`config.mk`:
```
export PLATFORM = sky130hd
export DESIGN_NAME = if_fetch_stage
export DESIGN_NICKNAME = d
export VERILOG_FILES = /design/src/rtl/if_fetch_stage.sv
export SDC_FILE = /design/constraint.sdc
export NUM_CORES = 1
export LEC_CHECK = 0
export ABC_CLOCK_PERIOD_IN_PS = 5800
export BUFFER_PORTS_ARGS = -buffer_cell sky130_fd_sc_hd__buf_4
export CORE_MARGIN = 10
export CORE_UTILIZATION = 50
export CTS_CLUSTER_SIZE = 20
export DETAILED_ROUTE_END_ITERATION = 10
export HOLD_SLACK_MARGIN = 0.08
export PLACE_DENSITY = 0.69
export REMOVE_ABC_BUFFERS = 1
export SYNTH_ARGS = -nofsm -noshare
export SYNTH_HDL_FRONTEND = slang
export SYNTH_SLANG_ARGS = --single-unit
```
`constraint.sdc`:
```
create_clock -name clk -period 5.8 [get_ports clk]
set_input_delay 1.16 -clock clk [delete_from_list [all_inputs] [get_ports clk]]
set_output_delay 1.16 -clock clk [all_outputs]
set_load 0.1 [all_outputs]
```
`src/rtl/if_fetch_stage.sv`:
```
// ----------------------------------------------------------------------------
// if_fetch_stage
//   Instruction fetch stage: holds the fetch PC, reads the instruction memory,
//   handles branch redirects (with a one-cycle IF/ID flush) and halts fetch
//   on a misaligned redirect until reset.
//
// Ports
//   clk            clock, all state updates on the rising edge
//   reset          synchronous active-high reset
//   PC_Write       1 = advance PC by 4, 0 = hold (load-use stall)
//   Branch_Taken   redirect request from downstream resolution
//   Branch_Target  redirect address, used when Branch_Taken = 1
//   IMEM_WE        program-load write strobe
//   IMEM_Addr      word index for the program-load write
//   IMEM_Data      word written when IMEM_WE = 1
//   PC_Out         registered fetch PC
//   Instruction    word at PC_Out (zero while faulted)
//   Flush          registered, high for the cycle after an accepted redirect
//   Fault          registered, high once a misaligned redirect was seen
//   Fetch_Count    registered count of sequential PC advances since reset
// ----------------------------------------------------------------------------
module if_fetch_stage #(
   parameter int          IMEM_WORDS = 16,
   parameter logic [63:0] RESET_PC   = 64'h0
) (
   input  logic                          clk,
   input  logic                          reset,
   input  logic                          PC_Write,
   input  logic                          Branch_Taken,
   input  logic [63:0]                   Branch_Target,
   input  logic                          IMEM_WE,
   input  logic [$clog2(IMEM_WORDS)-1:0] IMEM_Addr,
   input  logic [31:0]                   IMEM_Data,
   output logic [63:0]                   PC_Out,
   output logic [31:0]                   Instruction,
   output logic                          Flush,
   output logic                          Fault,
   output logic [31:0]                   Fetch_Count
);

   localparam int AW = $clog2(IMEM_WORDS);

   typedef enum logic [1:0] {
      ST_RUN   = 2'd0,
      ST_FLUSH = 2'd1,
      ST_FAULT = 2'd2
   } state_t;

   // A redirect target must be word aligned; anything else halts fetch.
   function automatic logic is_misaligned(input logic [63:0] addr);
      return (addr[1:0] != 2'b00);
   endfunction

   logic [31:0] imem_r [IMEM_WORDS];

   state_t      state_r;
   state_t      state_nxt_s;
   logic [63:0] pc_r;
   logic [63:0] pc_nxt_s;
   logic [31:0] cnt_r;
   logic [31:0] cnt_nxt_s;
   logic        flush_r;
   logic        fault_r;
   logic [31:0] rd_word_s;

   // Program-load write port; deliberately not reset so a loaded image survives reset.
   always_ff @(posedge clk) begin
      if (IMEM_WE) begin
         imem_r[IMEM_Addr] <= IMEM_Data;
      end
   end

   // Next-state, next-PC and next-count decision in priority order.
   always_comb begin
      state_nxt_s = state_r;
      pc_nxt_s    = pc_r;
      cnt_nxt_s   = cnt_r;
      case (state_r)
         ST_RUN, ST_FLUSH: begin
            if (Branch_Taken) begin
               if (is_misaligned(Branch_Target)) begin
                  state_nxt_s = ST_FAULT;
               end else begin
                  // A redirect wins over a stall and never counts as an advance.
                  pc_nxt_s    = Branch_Target;
                  state_nxt_s = ST_FLUSH;
               end
            end else if (PC_Write) begin
               pc_nxt_s    = pc_r + 64'd4;
               cnt_nxt_s   = cnt_r + 32'd1;
               state_nxt_s = ST_RUN;
            end else begin
               state_nxt_s = ST_RUN;
            end
         end
         ST_FAULT: begin
            state_nxt_s = ST_FAULT;
         end
         default: begin
            // Unreachable encoding: fall back to a clean running state.
            state_nxt_s = ST_RUN;
         end
      endcase
   end

   // State, PC, counter and status flag registers with synchronous reset.
   always_ff @(posedge clk) begin
      if (reset) begin
         state_r <= ST_RUN;
         pc_r    <= RESET_PC;
         cnt_r   <= 32'd0;
         flush_r <= 1'b0;
         fault_r <= 1'b0;
      end else begin
         state_r <= state_nxt_s;
         pc_r    <= pc_nxt_s;
         cnt_r   <= cnt_nxt_s;
         // Flags are registered copies of the next state so they track it exactly.
         flush_r <= (state_nxt_s == ST_FLUSH);
         fault_r <= (state_nxt_s == ST_FAULT);
      end
   end

   // Asynchronous read; PC bits above the word index are ignored so fetch wraps.
   always_comb begin
      rd_word_s = imem_r[pc_r[AW+1:2]];
   end

   // Suppress the fetched word while fetch is halted.
   always_comb begin
      if (fault_r) begin
         Instruction = 32'h0;
      end else begin
         Instruction = rd_word_s;
      end
   end

   assign PC_Out      = pc_r;
   assign Flush       = flush_r;
   assign Fault       = fault_r;
   assign Fetch_Count = cnt_r;

endmodule

```
==> metrics.txt, run 1 <==
leading area contributor after synthesis edfxtp_1; Crit path depth 5; largest net degree at the start of global routing 104; worst hold slack 480 ps; number of antenna violations at the first check in global routing 3; IO Pins 235; Final #Nets 1872; Avg Cell Area, Syn 16.6 sq um; end point of the critical path Instruction[15]; Synth Cell Area 25300 sq um; clk_lat worst skew 630 ps; Std-Cell Rows 82; Critical Path End Type primary output; DRT iter0 DRCs 1631; FF-to-FF setup slack 3020 ps; CTS tree yes; Yosys cell types between 60 and 70; sequential area share after synthesis 68.9%; Hold WC Path Type reg -> reg; Post-synth ARST share 0%; outcome finished, final reports clean; htree depth 2; Post-CTS Setup Bufs 0; count leader, synth edfxtp_1; hold_buf cts 0; relative slew slack 32.5%; Arr. time, crit path 3380 ps; number of global-route vias before repair 15200; Worst Max-Slew Pin Slew about 1000 ps; crit path launch type flop; sw frac 24.5%; Die Ht 245 microns; vias post-DR 15000; Pwr Density 331 nW/um^2; Routability Congestion 0.887; layout cells sized above 1 30.4%; Vias/cell between 6 and 7; clk slew on worst S/H paths 60 ps; CTS Buffer Depth 3; Root Buffer clkbuf_16; Tcrit/Tclk final 78.3%; area share of the largest cell type after synthesis slightly above 60%; Sink Count 616; total gr overflow 0; post-CTS sizing 0; reg2reg start state_r[1]; CP Max Fanout 32; TNS Setup 0 ps; unrepaired setup endpoints after global routing false; worst slack at placement 1800 ps; main flop type after synthesis edfxtp_1; Max IR drop VDD 0.236 mV; clock power share 39.6%; Port Buffers 234; remaining antenna violation count 0; fin crit period approximately 4500 ps; core footprint 50200 sq um; wire per inst approximately 25 microns; fmax 220 MHz; DRT Pass-1 Iters 5; hpwl dp ~37000 microns; Leak Pwr approximately 9.8 nW; Final Routed Wirelength about 62000 microns; Worst path top cell family by delay multiplexers; Setup Skew about 12 ps; cts bufs inserted 61; Slew Viols, Final 0; starting density of the core approximately half; Area contributors post-synth edfxtp_1 (61%), mux4_2 (14%), dfxtp_1 (8.2%); Crit path required time 4640 ps; die area approximately 60000 sq um; final count of hold timing violations 0; Tot GR Track Use between 20% and 30%; overall power 9.91 mW; sequential power share roughly half; first-pass GRT wire length 95100 microns; Post-synth EDFFs between 500 and 600; DRC violations left 0; Synth warnings 0; Gate power share 10.4%; WS Path Type reg -> out; Int Pwr 7.49 mW; FF+latch count, synth just over 600; R2R Path End PC_Out[36]; delay of the slowest cell on the worst path 780 ps; post-route worst setup slack 1260 ps; CP Buf/Inv Count 2; final design utilization 59.7%; cells along the critical path buf_4 > mux4_2 > mux4_2 > nor2b_1 > buf_4; Die Width approximately 250 microns; Post-synth top cells edfxtp_1 (512), mux4_2 (160), dfxtp_1 (104), nor2_1 (100), nand2_1 (69); Area Growth Syn to Fin 18.2%; Net Switching 2.43 mW; Max-cap violations 0; CP max stage cell dfxtp_4; worst r2r path cells 7; n_diodes 0; Setup-failing EPs final 0; Post-Syn Instances 1526
[metrics by stage]
step,instance area [sq um],instances
2_1_floorplan,25000,1439
3_3_place_gp,28000,2374
3_5_place_dp,28000,2374
4_1_cts,30000,2487
5_1_grt,30000,2487
6_report,30000,2487
[final cells by class]
type / count / area [sq um]
clock buffers: 80 / 1620
clock inverters: 33 / 364
fillers: 3683 / 20200
inverters: 8 / 30.0
multi-input cells: 815 / 7630
flip-flops and latches: 616 / 17500
well taps: 672 / 841
repair buffers: 263 / 2010
[power by group through the flow]
| stage | combinational (mW) | sequential, mW | clock, mW |
|---|---|---|---|
| final | 1.03 | 4.96 | 3.93 |
| after global routing | 1.08 | 4.97 | 4.16 |
| after CTS | 1.04 | 4.96 | 3.99 |
| after detailed placement | 1.03 | 5.05 | 0 |
| after global placement | 1.02 | 5.05 | 0 |
| after floorplan | 0.555 | 5.21 | 0 |
[worst register-to-register path: stages (launching register included)]
cell and delay, ps:
dfxtp_1 370, or4b_1 860, nand2_1 400, buf_4 430
o21ai_0 180, a32o_1 240, a21oi_1 110, nor2_1 50
[layout by cell type (no fill, tap or decap), types with 31 or more instances in the layout]
cell type / n
edfxtp_1: 512
buf_4: 260
mux4_2: 160
dfxtp_1: 99
nor2_1: 87
nand2_1: 69
clkbuf_16: 62
a21oi_1: 59
nand3_1: 43
o21ai_0: 41
nor2b_1: 39
and3_1: 31
nand4_1: 31
[layer usage]
layer	up-vias	track usage, %	share of wire (%)	wire length (microns)
li1	6619	-	-	-
met1	7649	28.4	41	25400
met2	641	33.1	48	30200
met3	103	3.91	8.5	5280
met4	6	6.14	2.3	1460
met5	-	0	0.074	46
[how the worst min path moves through the flow]
stage | cells past startpoint | start | end | slack [ps]
3_5_place_dp | 1 | PC_Out[1] | PC_Out[1] | 470
6_report | 1 | PC_Out[1] | PC_Out[1] | 480
2_1_floorplan | 2 | state_r[0] | Fault | 500
4_1_cts | 1 | PC_Out[1] | PC_Out[1] | 480
5_1_grt | 1 | PC_Out[1] | PC_Out[1] | 490
3_3_place_gp | 1 | PC_Out[1] | PC_Out[1] | 460
[kinds of logic (layout without fill, tap and decap cells)]
kind of cell	count (synthesis)	count (layout)	synth area share, %
flops	616	616	68.9
simple gates	421	421	9.04
compound gates	188	188	4.62
mux	178	178	15.0
buf+inv	95	384	1.50
xor+xnor	26	26	0.899
fa+ha+maj	2	2	0.0987
[flip-flops by register name, summed over array words and instances, names as in the netlist, named ones only]
name	cells
Fault	1
Flush	1
imem_r	512
state_r	2
Fetch_Count	32
PC_Out	64
Note: power is estimated with default switching activity, not from simulation.
==> inputs of run 2 (changes only) <==
- ABC_AREA: not set -> 1
- ABC_CLOCK_PERIOD_IN_PS: 5800 -> 3950
- PLACE_DENSITY: 0.69 -> 0.71
- clock period: 5.8 -> 3.95 ns (I/O delays scaled with it)
==> metrics.txt, run 2 <==
outcome finished, final reports clean (unchanged); WS Path Type reg -> out (unchanged); number of antenna violations at the first check in global routing 5 (was 3); Synth warnings 0 (unchanged); delay of the slowest cell on the worst path 470 ps (was 780 ps); post-CTS sizing 0 (unchanged); post-route worst setup slack 161 ps (was 1260 ps); FF+latch count, synth 616 (unchanged); Tcrit/Tclk final 95.9%; reg2reg start state_r[1] (unchanged); remaining antenna violation count 0 (unchanged); Routability Congestion 0.922 (was 0.887); Post-CTS Setup Bufs 0 (unchanged); fin crit period 3790 ps; main flop type after synthesis edfxtp_1 (unchanged); area share of the largest cell type after synthesis 57.5% (was 60.7%); CTS tree yes (unchanged); Std-Cell Rows 84 (was 82); Synth Cell Area 26700 sq um (was 25300 sq um); worst r2r path cells 7 (unchanged); clk slew on worst S/H paths 50 ps (was 60 ps); Final Routed Wirelength 78700 microns (was 62500 microns); Yosys cell types 40 (was 65); most common cell after layout, fill and taps aside edfxtp_1 (unchanged); Post-synth top cells edfxtp_1 (512), nor2_1 (497), nand2_1 (380), o21ai_0 (322), a21oi_1 (123) (was edfxtp_1 (512), mux4_2 (160), dfxtp_1 (104), nor2_1 (100), nand2_1 (69)); Top Metal Used met5 (unchanged); Post-synth ARST share 0% (unchanged); Tot GR Track Use 24.1% (was 20.6%); count leader, synth edfxtp_1 (unchanged); Final #Nets 2902 (was 1872); Vias/cell 5.89 (was 6.04); starting density of the core 50.7% (was 50.5%); hold_buf cts 0 (unchanged); Setup Skew 12.5 ps (was 12.3 ps); die area 63100 sq um (was 60100 sq um); Max IR drop VDD 0.353 mV (was 0.236 mV); hpwl dp 48100 microns (was 36800 microns); Critical Path End Type primary output (unchanged); sequential area share after synthesis 65.3% (was 68.9%); Most flops, register imem_r (unchanged); cells along the critical path buf_12 > o21ai_0 > o221ai_1 > nand3_1 > a21oi_1 > buf_4 (was buf_4 > mux4_2 > mux4_2 > nor2b_1 > buf_4); total gr overflow 0 (unchanged); Routed met3 length 7140 microns (was 5280 microns); Slew Viols, Final 0 (unchanged); Pwr Density 491 nW/um^2 (was 331 nW/um^2); relative slew slack 22.0% (was 32.5%); Port Buffers 234 (unchanged); Crit path depth 6 (was 5); number of global-route vias before repair 20000 (was 15200); htree depth 3 (was 2); largest net degree at the start of global routing 173 (was 104); Leak Pwr 10.8 nW (was 9.77 nW); Setup-failing EPs final 0 (unchanged); n_diodes 0 (unchanged); clk_lat worst skew 590 ps (was 630 ps); max reg flops 512 (unchanged); DRC violations left 0 (unchanged); Arr. time, crit path 3000 ps (was 3380 ps); Die Ht 251 microns (was 245 microns); vias post-DR 20800 (was 15000); WL met1 32500 microns (was 25400 microns); leading area contributor after synthesis edfxtp_1 (unchanged); Hold Path Depth 2 (was 1); CP max stage cell buf_12 (was dfxtp_4); final count of hold timing violations 0 (unchanged); overall power 15.5 mW (was 9.91 mW); FF-to-FF setup slack 1690 ps (was 3020 ps); unrepaired setup endpoints after global routing false (unchanged); wire per inst 22.3 microns (was 25.1 microns); IO Pins 235 (unchanged); worst slack at placement 806 ps (was 1800 ps); Area Growth Syn to Fin 17.8% (was 18.2%); Post-Syn Instances 2593 (was 1526); most frequent cells in the layout edfxtp_1 (512), nor2_1 (481), nand2_1 (380) (was edfxtp_1 (512), buf_4 (260), mux4_2 (160)); CTS Buffer Depth 3 (unchanged); crit path launch type flop (unchanged); Hold WC Path Type reg -> reg (unchanged); CP Max Fanout 172 (was 32); Root Buffer clkbuf_16 (unchanged); core footprint 52800 sq um (was 50200 sq um); DP Area 29400 sq um (was 28000 sq um); CP Buf/Inv Count 2 (unchanged); met2 wire len 37200 microns (was 30200 microns); Die Width 251 microns (was 245 microns); Worst path top cell family by delay compound AO/OA/AOI/OAI gates (was multiplexers); DRT iter0 DRCs 2169 (was 1631); Avg Cell Area, Syn 10.3 sq um (was 16.6 sq um); worst hold slack 455 ps (was 480 ps); Area contributors post-synth edfxtp_1 (57%), dfxtp_1 (7.8%), nor2_1 (7.0%) (was edfxtp_1 (61%), mux4_2 (14%), dfxtp_1 (8.2%)); Worst Max-Slew Pin Slew 1170 ps (was 1010 ps); first-pass GRT wire length 119000 microns (was 95100 microns); final instance area 31500 sq um (was 30000 sq um); fmax around 260 MHz; Sink Count 616 (unchanged); Post-synth EDFFs 512 (unchanged); DRT Pass-1 Iters 6 (was 5); layout cells sized above 1 15.6% (was 30.4%); Crit path required time 3160 ps (was 4640 ps); end point of the critical path Instruction[2] (was Instruction[15]); cts bufs inserted 67 (was 61); Max-cap violations 0 (unchanged)
[run 2: cell types whose count changed after synthesis, moves of 39 or more]
cell / before / now
a21oi_1: 59 / 123
inv_1: 8 / 114
nor2b_1: 39 / 0
o21ai_0: 41 / 322
nand3_1: 43 / 107
o22ai_1: 3 / 43
nor2_1: 100 / 497
o221ai_1: 0 / 91
nand2_1: 69 / 380
mux4_2: 160 / 0
[run 2: cell families (layout without fill, tap and decap cells)]
logic type | count (synthesis) | after routing | share of synthesized area [%]
flip-flops | 616 | 616 | 65.3
AO/OA/AOI/OAI | 631 | 631 | 13.8
XOR/XNOR | 17 | 17 | 0.557
AND/OR/NAND/NOR | 1057 | 1057 | 16.2
adder cells (fa/ha/maj) | 2 | 2 | 0.0936
buffers and inverters | 270 | 525 | 4.09
[run 2: how the worst min path moves through the flow]
stage | start | end | slack [ps]
global route | Branch_Target[29] | PC_Out[29] | 460
detailed placement | PC_Out[1] | PC_Out[1] | 450
floorplan | state_r[0] | Fault | 480
global placement | PC_Out[1] | PC_Out[1] | 440
CTS | Branch_Target[29] | PC_Out[29] | 440
finish | PC_Out[0] | PC_Out[0] | 460
[run 2: worst register-to-register path, delay by kind of cell, from the launching register on]
kind                   cells  cell delay [ps]
flip-flops                 1              300
AO/OA/AOI/OAI              2              490
buffers and inverters      3              940
AND/OR/NAND/NOR            2              410
[run 2: metrics by stage]
stage	cells	TNS (ps)	util [%]
final	3536	0	59.7
after global routing	3536	0	59.7
after CTS	3536	0	59.7
after detailed placement	3414	0	55.7
after global placement	3414	0	55.7
after floorplan	2445	-166860	-
[run 2: power breakdown]
part           switching, mW  leakage (nW)  internal [mW]
combinational           1.64          4.27          0.502
clock                   2.54          1.03           3.48
sequential             0.130          5.47           7.18
[run 2: final cells by class]
class,instances,area [sq um]
fillers,4286,21300
repair buffers,281,2280
clock inverters,41,330
flip-flops and latches,616,17500
multi-input cells,1707,8310
clock buffers,81,1770
inverters,122,463
well taps,688,861
[run 2: layer usage]
metal | up-vias | track usage, %
met5 | - | 0
li1 | 9629 | -
met4 | 8 | 7.77
met3 | 126 | 4.63
met2 | 1052 | 38.8
met1 | 10000 | 32.4
==> inputs of run 3 (changes only) <==
- CORE_UTILIZATION: 50 -> 54
- PLACE_DENSITY: 0.71 -> 0.76
==> metrics.txt, run 3 (synthesized netlist as in run 2, its figures left out) <==
most frequent CP cell buf_12; starting density of the core 54.6% (was 50.7%); Die Width 243 microns (was 251 microns); sequential power share 48.4% (was 47.3%); clk_lat worst skew 620 ps (was 590 ps); vias post-DR 21000 (was 20800); fmax 260 MHz (was 264 MHz); Std-Cell Rows 81 (was 84); total gr overflow 0 (unchanged); Die Ht 243 microns (was 251 microns); layout cells sized above 1 15.5% (was 15.6%); DRC violations left 0 (unchanged); CTS tree yes (unchanged); delay of the slowest cell on the worst path 420 ps (was 470 ps); DRT iter0 DRCs 2372 (was 2169); crit path launch type flop (unchanged); Sink Count 616 (unchanged); Crit path required time 3160 ps (about the same); Setup Skew 35.4 ps (was 12.5 ps); Slew Viols, Final 0 (unchanged); Leak Pwr 10.7 nW (was 10.8 nW); most frequent cells in the layout edfxtp_1 (512), nor2_1 (481), nand2_1 (380) (unchanged); Vias/cell 6.00 (was 5.89); Critical Path End Type primary output (unchanged); Pwr Density 483 nW/um^2 (was 491 nW/um^2); Final #Nets 2899 (was 2902); CP max stage cell dfxtp_4 (was buf_12); DRT Pass-1 Iters 9 (was 6); fin cells 3505 (was 3536); Final Routed Wirelength 77400 microns (was 78700 microns); CTS Buffer Depth 3 (unchanged); Worst Max-Slew Pin Slew 1030 ps (was 1170 ps); Hold Path Depth 1 (was 2); Hold EP imem_r[6][6] (was PC_Out[0]); remaining antenna violation count 0 (unchanged); CP Buf/Inv Count 4 (was 2); cts bufs inserted 60 (was 67); Port Buffers 234 (unchanged); Tcrit/Tclk final 97.3% (was 95.9%); Arr. time, crit path 3050 ps (was 3000 ps); Gate power share 14.1% (was 13.8%); Root Buffer clkbuf_16 (unchanged); Hold Path Origin IMEM_Data[6] (was PC_Out[0]); most common cell after layout, fill and taps aside edfxtp_1 (unchanged); Worst path top cell family by delay buffers and inverters (was compound AO/OA/AOI/OAI gates); Routability Congestion 0.946 (was 0.922); FF-to-FF setup slack 1660 ps (was 1690 ps); number of antenna violations at the first check in global routing 4 (was 5); Int Pwr 10.9 mW (was 11.2 mW); n_diodes 0 (unchanged); Most flops, register imem_r (unchanged); final count of hold timing violations 0 (unchanged); cells along the critical path buf_12 > inv_2 > buf_12 > o21ai_0 > o221ai_1 > nand3_1 > a21oi_1 > buf_4 (was buf_12 > o21ai_0 > o221ai_1 > nand3_1 > a21oi_1 > buf_4); Tot GR Track Use 25.2% (was 24.1%); clk slew on worst S/H paths 70 ps (was 50 ps); fin crit period 3840 ps (was 3790 ps); CP Max Fanout 89 (was 172); IO Pins 235 (unchanged); htree depth 2 (was 3); outcome finished, final reports clean (unchanged); hold_buf cts 0 (unchanged); core footprint 49000 sq um (was 52800 sq um); hpwl dp 47400 microns (was 48100 microns); Max IR drop VDD 0.378 mV (was 0.353 mV); Crit path depth 8 (was 6); sw frac 28.1% (was 27.9%); first-pass GRT wire length 117000 microns (was 119000 microns); largest net degree at the start of global routing 95 (was 173); die area 58800 sq um (was 63100 sq um); Net Switching 4.24 mW (was 4.31 mW); max reg flops 512 (unchanged); clock power share 37.5% (was 38.9%); reg2reg start state_r[1] (unchanged); Max-cap violations 0 (unchanged); relative slew slack 31.4% (was 22.0%); worst r2r path cells 7 (unchanged); post-placement cell count 3393 (was 3414); wire per inst 22.1 microns (was 22.3 microns); Area Growth Syn to Fin 16.9% (was 17.8%); Hold WC Path Type in -> reg (was reg -> reg); Setup-failing EPs final 0 (unchanged); unrepaired setup endpoints after global routing false (unchanged); WS Path Type reg -> out (unchanged); number of global-route vias before repair 20000 (about the same); worst hold slack 428 ps (was 455 ps)
run 3: worst max path at each step:
stage	startpoint	to	slack (ps)
finish	flop	Instruction[8]	110
global route	flop	Instruction[8]	3
CTS	flop	Instruction[20]	20
detailed placement	flop	Instruction[8]	700
global placement	flop	Instruction[28]	770
floorplan	flop	Instruction[17]	-5250
run 3: repair_timing:
action / CTS / global route
pin swaps: 0 / 0
buffers inserted: 0 / 1
hold endpoints to repair: 0 / 0
resized for setup: 1 / 1
endpoints found under the setup margin: 1 / 8
run 3: layout make-up:
type | count | area (sq um)
Clock buffer | 67 | 1530
Inverter | 122 | 465
Sequential cell | 616 | 17500
Timing Repair Buffer | 285 | 2240
Clock inverter | 44 | 419
Fill cell | 3822 | 17700
Tap cell | 664 | 831
Multi-Input combinational cell | 1707 | 8310
run 3: layer usage:
layer / routed length (microns) / track usage (%)
met5: 67 / 0
met4: 2180 / 8.17
met3: 7050 / 4.60
met1: 31200 / 33.4
met2: 37000 / 41.3
run 3: power by group through the flow:
stage / Combinational [mW] / Sequential [mW] / Clock (mW)
6_report: 2.13 / 7.31 / 5.66
4_1_cts: 2.12 / 7.31 / 5.72
5_1_grt: 2.27 / 7.32 / 5.99
3_5_place_dp: 2.11 / 7.45 / 0
3_3_place_gp: 2.06 / 7.44 / 0
2_1_floorplan: 1.12 / 7.72 / 0
run 3: stage by stage:
step	instance area (sq um)	setup TNS (ps)	util, %	worst slack, ps	total power [mW]
after floorplan	26100	-166860	-	-5250	8.84
after global placement	29300	0	59.8	774	9.51
after detailed placement	29300	0	59.8	696	9.56
after CTS	31200	0	63.8	20.2	15.2
after global routing	31300	0	63.9	3.28	15.6
final	31300	0	63.9	105	15.1
